### config.mk
export PLATFORM = sky130hd
export DESIGN_NAME = imm_encoder
export DESIGN_NICKNAME = d
export VERILOG_FILES = /design/src/rtl/imm_encoder_pkg.sv /design/src/rtl/imm_encoder_field_pack.sv /design/src/rtl/imm_encoder.sv
export SDC_FILE = /design/constraint.sdc
export NUM_CORES = 1
export LEC_CHECK = 0
export ABC_AREA = 1
export CAP_MARGIN = 5
export CORE_AREA = 2 2 126 128
export DETAILED_ROUTE_END_ITERATION = 10
export DIE_AREA = 0 0 128 130
export PLACE_DENSITY = 0.69
export REMOVE_ABC_BUFFERS = 1
export SYNTH_ARGS = -nofsm -noshare
export SYNTH_HDL_FRONTEND = slang
export SYNTH_SLANG_ARGS = --single-unit
### constraint.sdc
create_clock -name i_clk -period 1.8 [get_ports i_clk]
set_input_delay 0.18 -clock i_clk [delete_from_list [all_inputs] [get_ports i_clk]]
set_output_delay 0.18 -clock i_clk [all_outputs]
set_load 0.05 [all_outputs]
### src/rtl/imm_encoder_pkg.sv
// imm_encoder_pkg: shared format codes, opcodes and FSM state for the immediate encoder
package imm_encoder_pkg;
  localparam int XLEN_32B = 1;
  localparam int XLEN_64B = 2;
  localparam logic [2:0] IMM_I_TYPE = 3'd0;
  localparam logic [2:0] IMM_S_TYPE = 3'd1;
  localparam logic [2:0] IMM_B_TYPE = 3'd2;
  localparam logic [2:0] IMM_U_TYPE = 3'd3;
  localparam logic [2:0] IMM_J_TYPE = 3'd4;
  localparam logic [6:0] OPC_LUI = 7'b0110111;
  localparam logic [6:0] OPC_OP_IMM = 7'b0010011;
  localparam logic [2:0] F3_ADDI = 3'b000;
  typedef enum logic {IDLE, LI_LO} state_t;
  function automatic int xlen_w(input int xlen);
    return 1 << (xlen + 4);
  endfunction
endpackage

### src/rtl/imm_encoder_field_pack.sv
// imm_field_pack: places an immediate into one instruction format and flags unrepresentable values
module imm_field_pack import imm_encoder_pkg::*; #(
  parameter int W = 64
) (
  input  logic [2:0]   fmt,
  input  logic [31:0]  base,
  input  logic [W-1:0] imm,
  output logic [31:0]  instr,
  output logic         err
);
  logic [W-1:0] s11, s12, s20, s31;
  logic ok11, ok12, ok20, ok31;
  // upper bits are a pure sign extension when the arithmetic shift is all zeros or all ones
  assign s11 = W'($signed(imm) >>> 11);
  assign s12 = W'($signed(imm) >>> 12);
  assign s20 = W'($signed(imm) >>> 20);
  assign s31 = W'($signed(imm) >>> 31);
  assign ok11 = s11 == '0 || &s11;
  assign ok12 = s12 == '0 || &s12;
  assign ok20 = s20 == '0 || &s20;
  assign ok31 = s31 == '0 || &s31;
  always_comb begin
    case (fmt)
      IMM_I_TYPE: begin
        instr = {imm[11:0], base[19:0]};
        err = !ok11;
      end
      IMM_S_TYPE: begin
        instr = {imm[11:5], base[24:12], imm[4:0], base[6:0]};
        err = !ok11;
      end
      IMM_B_TYPE: begin
        instr = {imm[12], imm[10:5], base[24:12], imm[4:1], imm[11], base[6:0]};
        err = !ok12 || imm[0];
      end
      IMM_U_TYPE: begin
        instr = {imm[31:12], base[11:0]};
        err = !ok31 || |imm[11:0];
      end
      IMM_J_TYPE: begin
        instr = {imm[20], imm[10:1], imm[11], imm[19:12], base[11:0]};
        err = !ok20 || imm[0];
      end
      default: begin
        instr = base;
        err = 1'b1;
      end
    endcase
  end
endmodule

### src/rtl/imm_encoder.sv
// imm_encoder: packs immediates into I/S/B/U/J fields, or expands a 32-bit constant
// into a one- or two-instruction LUI/ADDI sequence, behind a registered valid/ready stage
module imm_encoder import imm_encoder_pkg::*; #(
  parameter int XLEN = XLEN_64B,
  localparam int W = xlen_w(XLEN)
) (
  input  logic         i_clk,
  input  logic         i_rst,
  input  logic         i_valid,
  output logic         o_ready,
  input  logic [2:0]   i_imm_ctl,
  input  logic         i_li_mode,
  input  logic [31:0]  i_base_instr,
  input  logic [W-1:0] i_imm,
  output logic         o_valid,
  input  logic         i_ready,
  output logic [31:0]  o_instr,
  output logic         o_err,
  output logic         o_last,
  output logic [7:0]   o_err_cnt
);
  state_t state;
  logic [W-1:0] lui_sum, imm32_sx, s31;
  logic [31:0] fmt_instr, lui_instr, addi_instr, pend_instr, first_instr;
  logic [4:0] rd;
  logic fmt_err, lui_err, addi_err, ok31, li_err, li_two, accept, consume;
  assign rd = i_base_instr[11:7];
  assign lui_sum = i_imm + W'(32'h800);
  assign imm32_sx = W'($signed(i_imm[31:0]));
  assign s31 = W'($signed(i_imm) >>> 31);
  assign ok31 = s31 == '0 || &s31;
  // a rounding carry into bit 31 surfaces as a U-type range error on the LUI half
  assign li_err = lui_err || !ok31;
  // addi_err is set exactly when the rounded upper half is non-zero
  assign li_two = i_li_mode && addi_err && |i_imm[11:0];
  assign first_instr = !i_li_mode ? fmt_instr : addi_err ? lui_instr : addi_instr;
  assign o_ready = state == IDLE && (!o_valid || i_ready);
  assign accept = i_valid && o_ready;
  assign consume = o_valid && i_ready;
  imm_field_pack #(.W(W)) u_fmt (
    .fmt(i_imm_ctl),
    .base(i_base_instr),
    .imm(i_imm),
    .instr(fmt_instr),
    .err(fmt_err)
  );
  imm_field_pack #(.W(W)) u_lui (
    .fmt(IMM_U_TYPE),
    .base({20'h0, rd, OPC_LUI}),
    .imm(lui_sum & ~W'(32'hFFF)),
    .instr(lui_instr),
    .err(lui_err)
  );
  imm_field_pack #(.W(W)) u_addi (
    .fmt(IMM_I_TYPE),
    .base({12'h0, (|lui_sum[31:12]) ? rd : 5'd0, F3_ADDI, rd, OPC_OP_IMM}),
    .imm(imm32_sx),
    .instr(addi_instr),
    .err(addi_err)
  );
  always_ff @(posedge i_clk or posedge i_rst)
    if (i_rst) begin
      state <= IDLE;
      o_valid <= 1'b0;
      o_instr <= '0;
      o_err <= 1'b0;
      o_last <= 1'b0;
      o_err_cnt <= '0;
      pend_instr <= '0;
    end else begin
      if (accept) begin
        o_valid <= 1'b1;
        o_instr <= first_instr;
        o_err <= i_li_mode ? li_err : fmt_err;
        o_last <= !li_two;
        pend_instr <= addi_instr;
        state <= li_two ? LI_LO : IDLE;
      end else if (consume) begin
        o_valid <= state == LI_LO;
        if (state == LI_LO) o_instr <= pend_instr;
        o_last <= 1'b1;
        state <= IDLE;
      end
      if (consume && o_err && o_err_cnt != 8'hFF) o_err_cnt <= o_err_cnt + 8'd1;
    end
endmodule
# Word level (Yosys, flattened, before mapping)

Index checks and enable logic that the tools add are counted.

Word-level logic and storage cells: 76
Register bits: 69
Output and inout bits: 44

Bitwise gates (word level): 1
Add/sub/neg operators: 2
Reduce and logical (&&, ||, !) cells: 45
Equal/unequal tests: 5
Mux-type cells: 16

Operators with widths:

| kind                                                                   | number |
|---|---|
| 64-bit logical NOT                                                     | 6 |
| 32-bit two-way mux                                                     | 5 |
| 32-bit one-hot mux with 5 select lines                                 | 1 |
| 33-bit AND reduction                                                   | 2 |
| 64-bit by 12-bit adder with 64-bit output (second input constant)      | 1 |
| 53-bit AND reduction                                                   | 1 |
| 52-bit AND reduction                                                   | 1 |
| 44-bit AND reduction                                                   | 1 |
| 21-bit AND reduction                                                   | 1 |
| 20-bit OR reduction                                                    | 1 |
| 12-bit OR reduction                                                    | 1 |
| 1-bit logical OR                                                       | 11 |
| 8-bit by 1-bit adder with 8-bit output (second input constant)         | 1 |
| 1-bit logical NOT                                                      | 8 |
| 1-bit two-way mux                                                      | 8 |
| 8-bit inequality test (second input constant)                          | 1 |
| 1-bit logical AND                                                      | 7 |
| 3-bit by 2-bit equality test with 1-bit output (second input constant) | 2 |
| 5-bit two-way mux                                                      | 1 |
| 1-bit one-hot mux with 4 select lines                                  | 1 |
| 2-bit nonzero test                                                     | 2 |
| 3-bit by 1-bit equality test with 1-bit output (second input constant) | 1 |
| 3-bit equality test (second input constant)                            | 1 |
| 3-bit logical NOT                                                      | 1 |
| 3 further kinds                                                        | 3 |

# Longest topological paths before layout

Gate-level depths: netlist (run 1).

Depth after elaboration: 7
Mapped depth: 19

# Modules after synthesis

Synthesis (run 1) repeated with hierarchy kept, for this count alone.

Cell total of the unflattened synthesis: 1679
Area total of the unflattened synthesis: 9514.1 um2

Modules (own cells, without submodules):

| module         | instances | cells each | area an instance (um2) | sequential area each (um2) |
|---|---|---|---|---|
| imm_encoder    | 1         | 803        | 5475.3                 | 1901.8 |
| imm_field_pack | 3         | 292        | 1346.3                 | 0.0 |

# Worst setup path before layout (run 1)

Ideal clock, no wire load.

Path type: register to register
From: register o_valid
To: register o_instr[15]
Library setup time: 0.126 ns
Stages on the path, launching flop included: 9
Setup slack: -0.863 ns
Arrival time: 2.537 ns
Cell sequence: dfrtp_1 -> a21oi_1 -> nand2_1 -> clkbuf_1 -> clkbuf_1 -> nand2_1 -> nor2_1 -> a211oi_1 -> nand2_1

Longest elaborated chain between the ends: 6
Elaborated cells on any way between the ends: 9
Classes of those cells: mux: 1; reduce/logical: 8

RTL lines:

| element                              | RTL line          | text |
|---|---|---|
| from (decl)                          | imm_encoder.sv:15 | `output logic o_valid,` |
| from (signal assigned)               | imm_encoder.sv:64 | `o_valid <= 1'b0;` |
| from (signal assigned)               | imm_encoder.sv:72 | `o_valid <= 1'b1;` |
| from (signal assigned)               | imm_encoder.sv:79 | `o_valid <= state == LI_LO;` |
| 1-bit logical NOT *                  | imm_encoder.sv:37 | `assign o_ready = state == IDLE && (!o_valid \|\| i_ready);` |
| 1-bit logical OR *                   | imm_encoder.sv:37 |  |
| 1-bit logical AND *                  | imm_encoder.sv:37 |  |
| via o_ready                          | imm_encoder.sv:10 | `output logic o_ready,` |
| 1-bit logical AND *                  | imm_encoder.sv:38 | `assign accept = i_valid && o_ready;` |
| 2-bit nonzero test (no source line)  | --                |  |
| 2-bit AND reduction (no source line) | --                |  |
| to (signal assigned)                 | imm_encoder.sv:73 | `o_instr <= first_instr;` |
| to (signal assigned)                 | imm_encoder.sv:80 | `if (state == LI_LO) o_instr <= pend_instr;` |
| to (decl)                            | imm_encoder.sv:17 | `output logic [31:0] o_instr,` |

Mark *: on every way through the listed nets, which the timed path passes. The rest lies on a longest branch.
A chain may end at the register's enable or synchronous reset.

# Worst setup path in the final report (run 1)

From: input port i_imm[16]
To: register o_instr[18]

Longest elaborated chain between the ends: 6
Elaborated cells on any way between the ends: 9
Classes of those cells: add/sub: 1; mux: 4; reduce/logical: 4

RTL lines:

| element                                   | RTL line          | text |
|---|---|---|
| from (decl)                               | imm_encoder.sv:14 | `input logic [W-1:0] i_imm,` |
| 64-bit by 12-bit adder with 64-bit output | imm_encoder.sv:28 | `assign lui_sum = i_imm + W'(32'h800);` |
| 20-bit OR reduction                       | imm_encoder.sv:56 | `.base({12'h0, (\|lui_sum[31:12]) ? rd : 5'd0, F3_ADDI, rd, OPC_OP_IMM}),` |
| 5-bit two-way mux                         | imm_encoder.sv:56 |  |
| 32-bit two-way mux * (2 in series)        | imm_encoder.sv:36 | `assign first_instr = !i_li_mode ? fmt_instr : addi_err ? lui_instr : addi_instr;` |
| 32-bit two-way mux *                      | imm_encoder.sv:71 | `if (accept) begin` |

Every way passes the cells marked *; elsewhere a longest branch is shown, timed or not.

==> results of run 1 <==
-- registers in the layout, indices dropped and copies added, names as in the netlist --
signal      flops
o_instr        32
pend_instr     23
o_err_cnt       8
o_err           1
o_last          1
o_valid         1
state           1
-- cells in the final DEF, fill, tap and decap left out, types with 3 or more instances in the layout --
cell and instances:
a21oi_1 19, nor2_1 78, nand4_1 32, o22ai_1 6, dfrtp_1 67, nand2_4 8, nand3_2 11, clkbuf_2 10
clkdlybuf4s15_2 3, clkdlybuf4s15_1 4, dlygate4sd2_1 18, nor3_1 12, a32oi_1 3, buf_6 16, nand3b_1 4, buf_8 4
nand2_1 267, buf_4 288, nor2_4 28, o221ai_1 7, o31ai_1 3, xor2_2 5, and2_1 3, clkbuf_16 9
buf_12 6, nor4_4 3, nand2_2 63, o21ai_1 3, clkdlybuf4s50_1 89, nand3_1 69, o211ai_1 10, dlymetal6s2s_1 5
inv_1 112, nor2_2 46, nor4_1 11, xor2_1 19, o21ai_0 49, inv_2 11, buf_2 12
-- metal layers --
metal  vias up  share of wire (%)  track usage, %
met5         -                  0               0
met4         0                5.7            19.0
met3       105                6.3            4.59
met2       419                 49            61.3
met1      4024                 39            38.9
li1       4161                  -               -
-- metrics by stage --
step,total power [mW],setup TNS [ns]
3_3_place_gp,8.10,-22.69
6_report,10.1,-1.03
4_1_cts,10.1,0
3_5_place_dp,8.19,-23.91
5_1_grt,10.7,-2.02
2_1_floorplan,5.57,-103.58
-- what timing repair did --
action,in CTS,in global routing
endpoints found under the setup margin,31,31
cloned,1,0
endpoints found under the hold margin,0,0
pin swaps,63,44
buffers inserted,14,6
resized for setup,233,125
-- final timing paths --
check	cells after the start	start	slack [ns]	to
worst max-delay path	14	i_imm[16]	-0.15	o_instr[18]
worst min-delay path	4	i_imm[11]	0.23	pend_instr[31]
worst max register to register	8	o_valid	0.15	state
worst min register to register	2	pend_instr[4]	0.46	pend_instr[4]
max in group asynchronous	3	i_rst	1.27	pend_instr[15]
min in group asynchronous	3	i_rst	0.25	state
-- critical path: stages --
cell             delay (ns)
clkdlybuf4s15_2        0.22
nand2_2                0.11
nor2_4                 0.12
nand2_2                0.11
nor2_4                 0.23
buf_4                  0.16
buf_6                  0.09
xor2_2                 0.12
inv_1                  0.08
nor4_4                 0.24
buf_4                  0.18
nand4_4                0.15
nand3_2                0.10
nand3_1                0.06
-- logic make-up after synthesis --
| kind of cell | share of synthesized area, % |
|---|---|
| AOI/OAI and AO/OA | 11.8 |
| buffers and inverters | 9.28 |
| DFF | 27.9 |
| xor gates and xnor gates | 3.92 |
| adders and majority gates | 0.626 |
| and+or+nand+nor | 46.4 |
-- where the power goes --
group	switching [mW]	total [mW]	internal (mW)
combinational	3.55	5.80	2.26
clock	0.696	1.77	1.08
sequential	0.373	2.57	2.19
-- layout make-up --
cell class                      instances  area (um^2)  area share, %
Sequential cell                        67         1680           15.3
Clock buffer                            9          225           2.06
Inverter                              125          469           4.30
Tap cell                              192          240           2.20
Clock inverter                          7         73.8          0.676
Timing Repair Buffer                  456         3820           35.0
Multi-Input combinational cell        787         4410           40.4
==> flow_summary.toml, run 1 <==
[yosys]
async_reset_ff_share_pct = 100
synth_top_area_share_pct = 27.9
synthTopCellsByArea = "dfrtp_1 28%, nand2_1 21%, nor2_1 8.6%"
synth.yosys.seq_area_share_pct = 27.9
synth_cell_types = 45
synth_seq_cells = 67
synth_area_um2 = 6000
synth_area_leader_cell = "dfrtp_1"
synth-edff-count = 0
syn_inst = 997
yosysWarningCount = 0
synth_most_common_cell = "nand2_1"
syn_area_per_cell_um2 = 6.02
yosys_most_used_dff = "dfrtp_1"
synthTopCellsByCount = "335 x nand2_1, 138 x nor2_1, 119 x inv_1, 81 x nand3_1, 67 x dfrtp_1"

[floorplanning]
initial_core_util_pct = 38.9
row_count = 46
die_w_um = 128
core_um2 = 15400
die_h_um = 130
io_pins = 148
dieArea_um2 = 16600

[critical_path]
crit_arrival_ns = 2.16
crit_type = "in2reg"
crit_fanout = 5
cp-start-kind = "input port"
worstPathRequired_ns = 2.01
crit_path_end_kind = "flop"

[cells_and_area]
antennaDiodeCount = 0
fin_area_um2 = 10900
stdcell_count = 1643
fillers = 1337
nets = 1553
post-route-util_pct = 70.8
syn_to_final_growth_pct = 82.1
drive_gt1_share_pct = 37.3

[timing]
relSlewSlack_pct = 64.5
period_needed_ns = 1.95
clock_skew_ns = 0.00820
hold_ws_ns = 0.234
fin_ws_ns = -0.145
fmax_ghz = 0.514
rsz0062_at_grt = "yes"
setup_viol = 11
finalCritPeriodShare_pct = 108
slew_violations = 0
hold_viol_final = 0
worst_slew_pin_slew_ns = 0.531

[global_routing]
grt_max_degree = 68
grt_overflow = 0
grt_pass1_vias = 8664
track_usage_pct = 34.0
antenna_found_initial = 0
grt_pass1_wl_mm = 43.9

[run_status]
outcome = "finished with violations"
violations = "negative setup slack"

[detailed_routing]
first_pass_iters = 5
vias = 8709
drt_first_iter_violations = 607
viasPerCell = 5.30
routed_wl_mm = 28.4
drtAntennaViolNets = 0
drcViolationCount = 0
avgRoutedWirePerCell_um = 17.3

[placement]
io_buffers = 147
place_inst = 1607
hpwlAfterDp_mm = 22.8
routabilityCongestion = 1.00
placed_area_um2 = 9870
dp_slack_ns = -1.02

[clocking]
worstSkewPairLatency_ns = 0.34
cts.sinks = 67
numCtsBuffers = 9
tritoncts = "done"
clock_path_buffers = 2
cts_hold_buffers = 0
root_buffer = "clkbuf_16"
h-tree-depth = 3
path_clk_slew_ns = 0.06

[min_path]
hp-class = "in2reg"

[power_and_ir_drop]
powerDensity_nw_per_um2 = 929
ir_drop_mv = 0.737
leakagePower_nw = 5.46

[run]
max_cap_violations = 0
Note: power is estimated with default switching activity, not from simulation.
==> run 2, diff against run 1 <==
Settings changed: ABC_CLOCK_PERIOD_IN_PS from default to 1800.
==> results of run 2 <==
No change in the layout: final DEF, timing and power equal those of run 1.
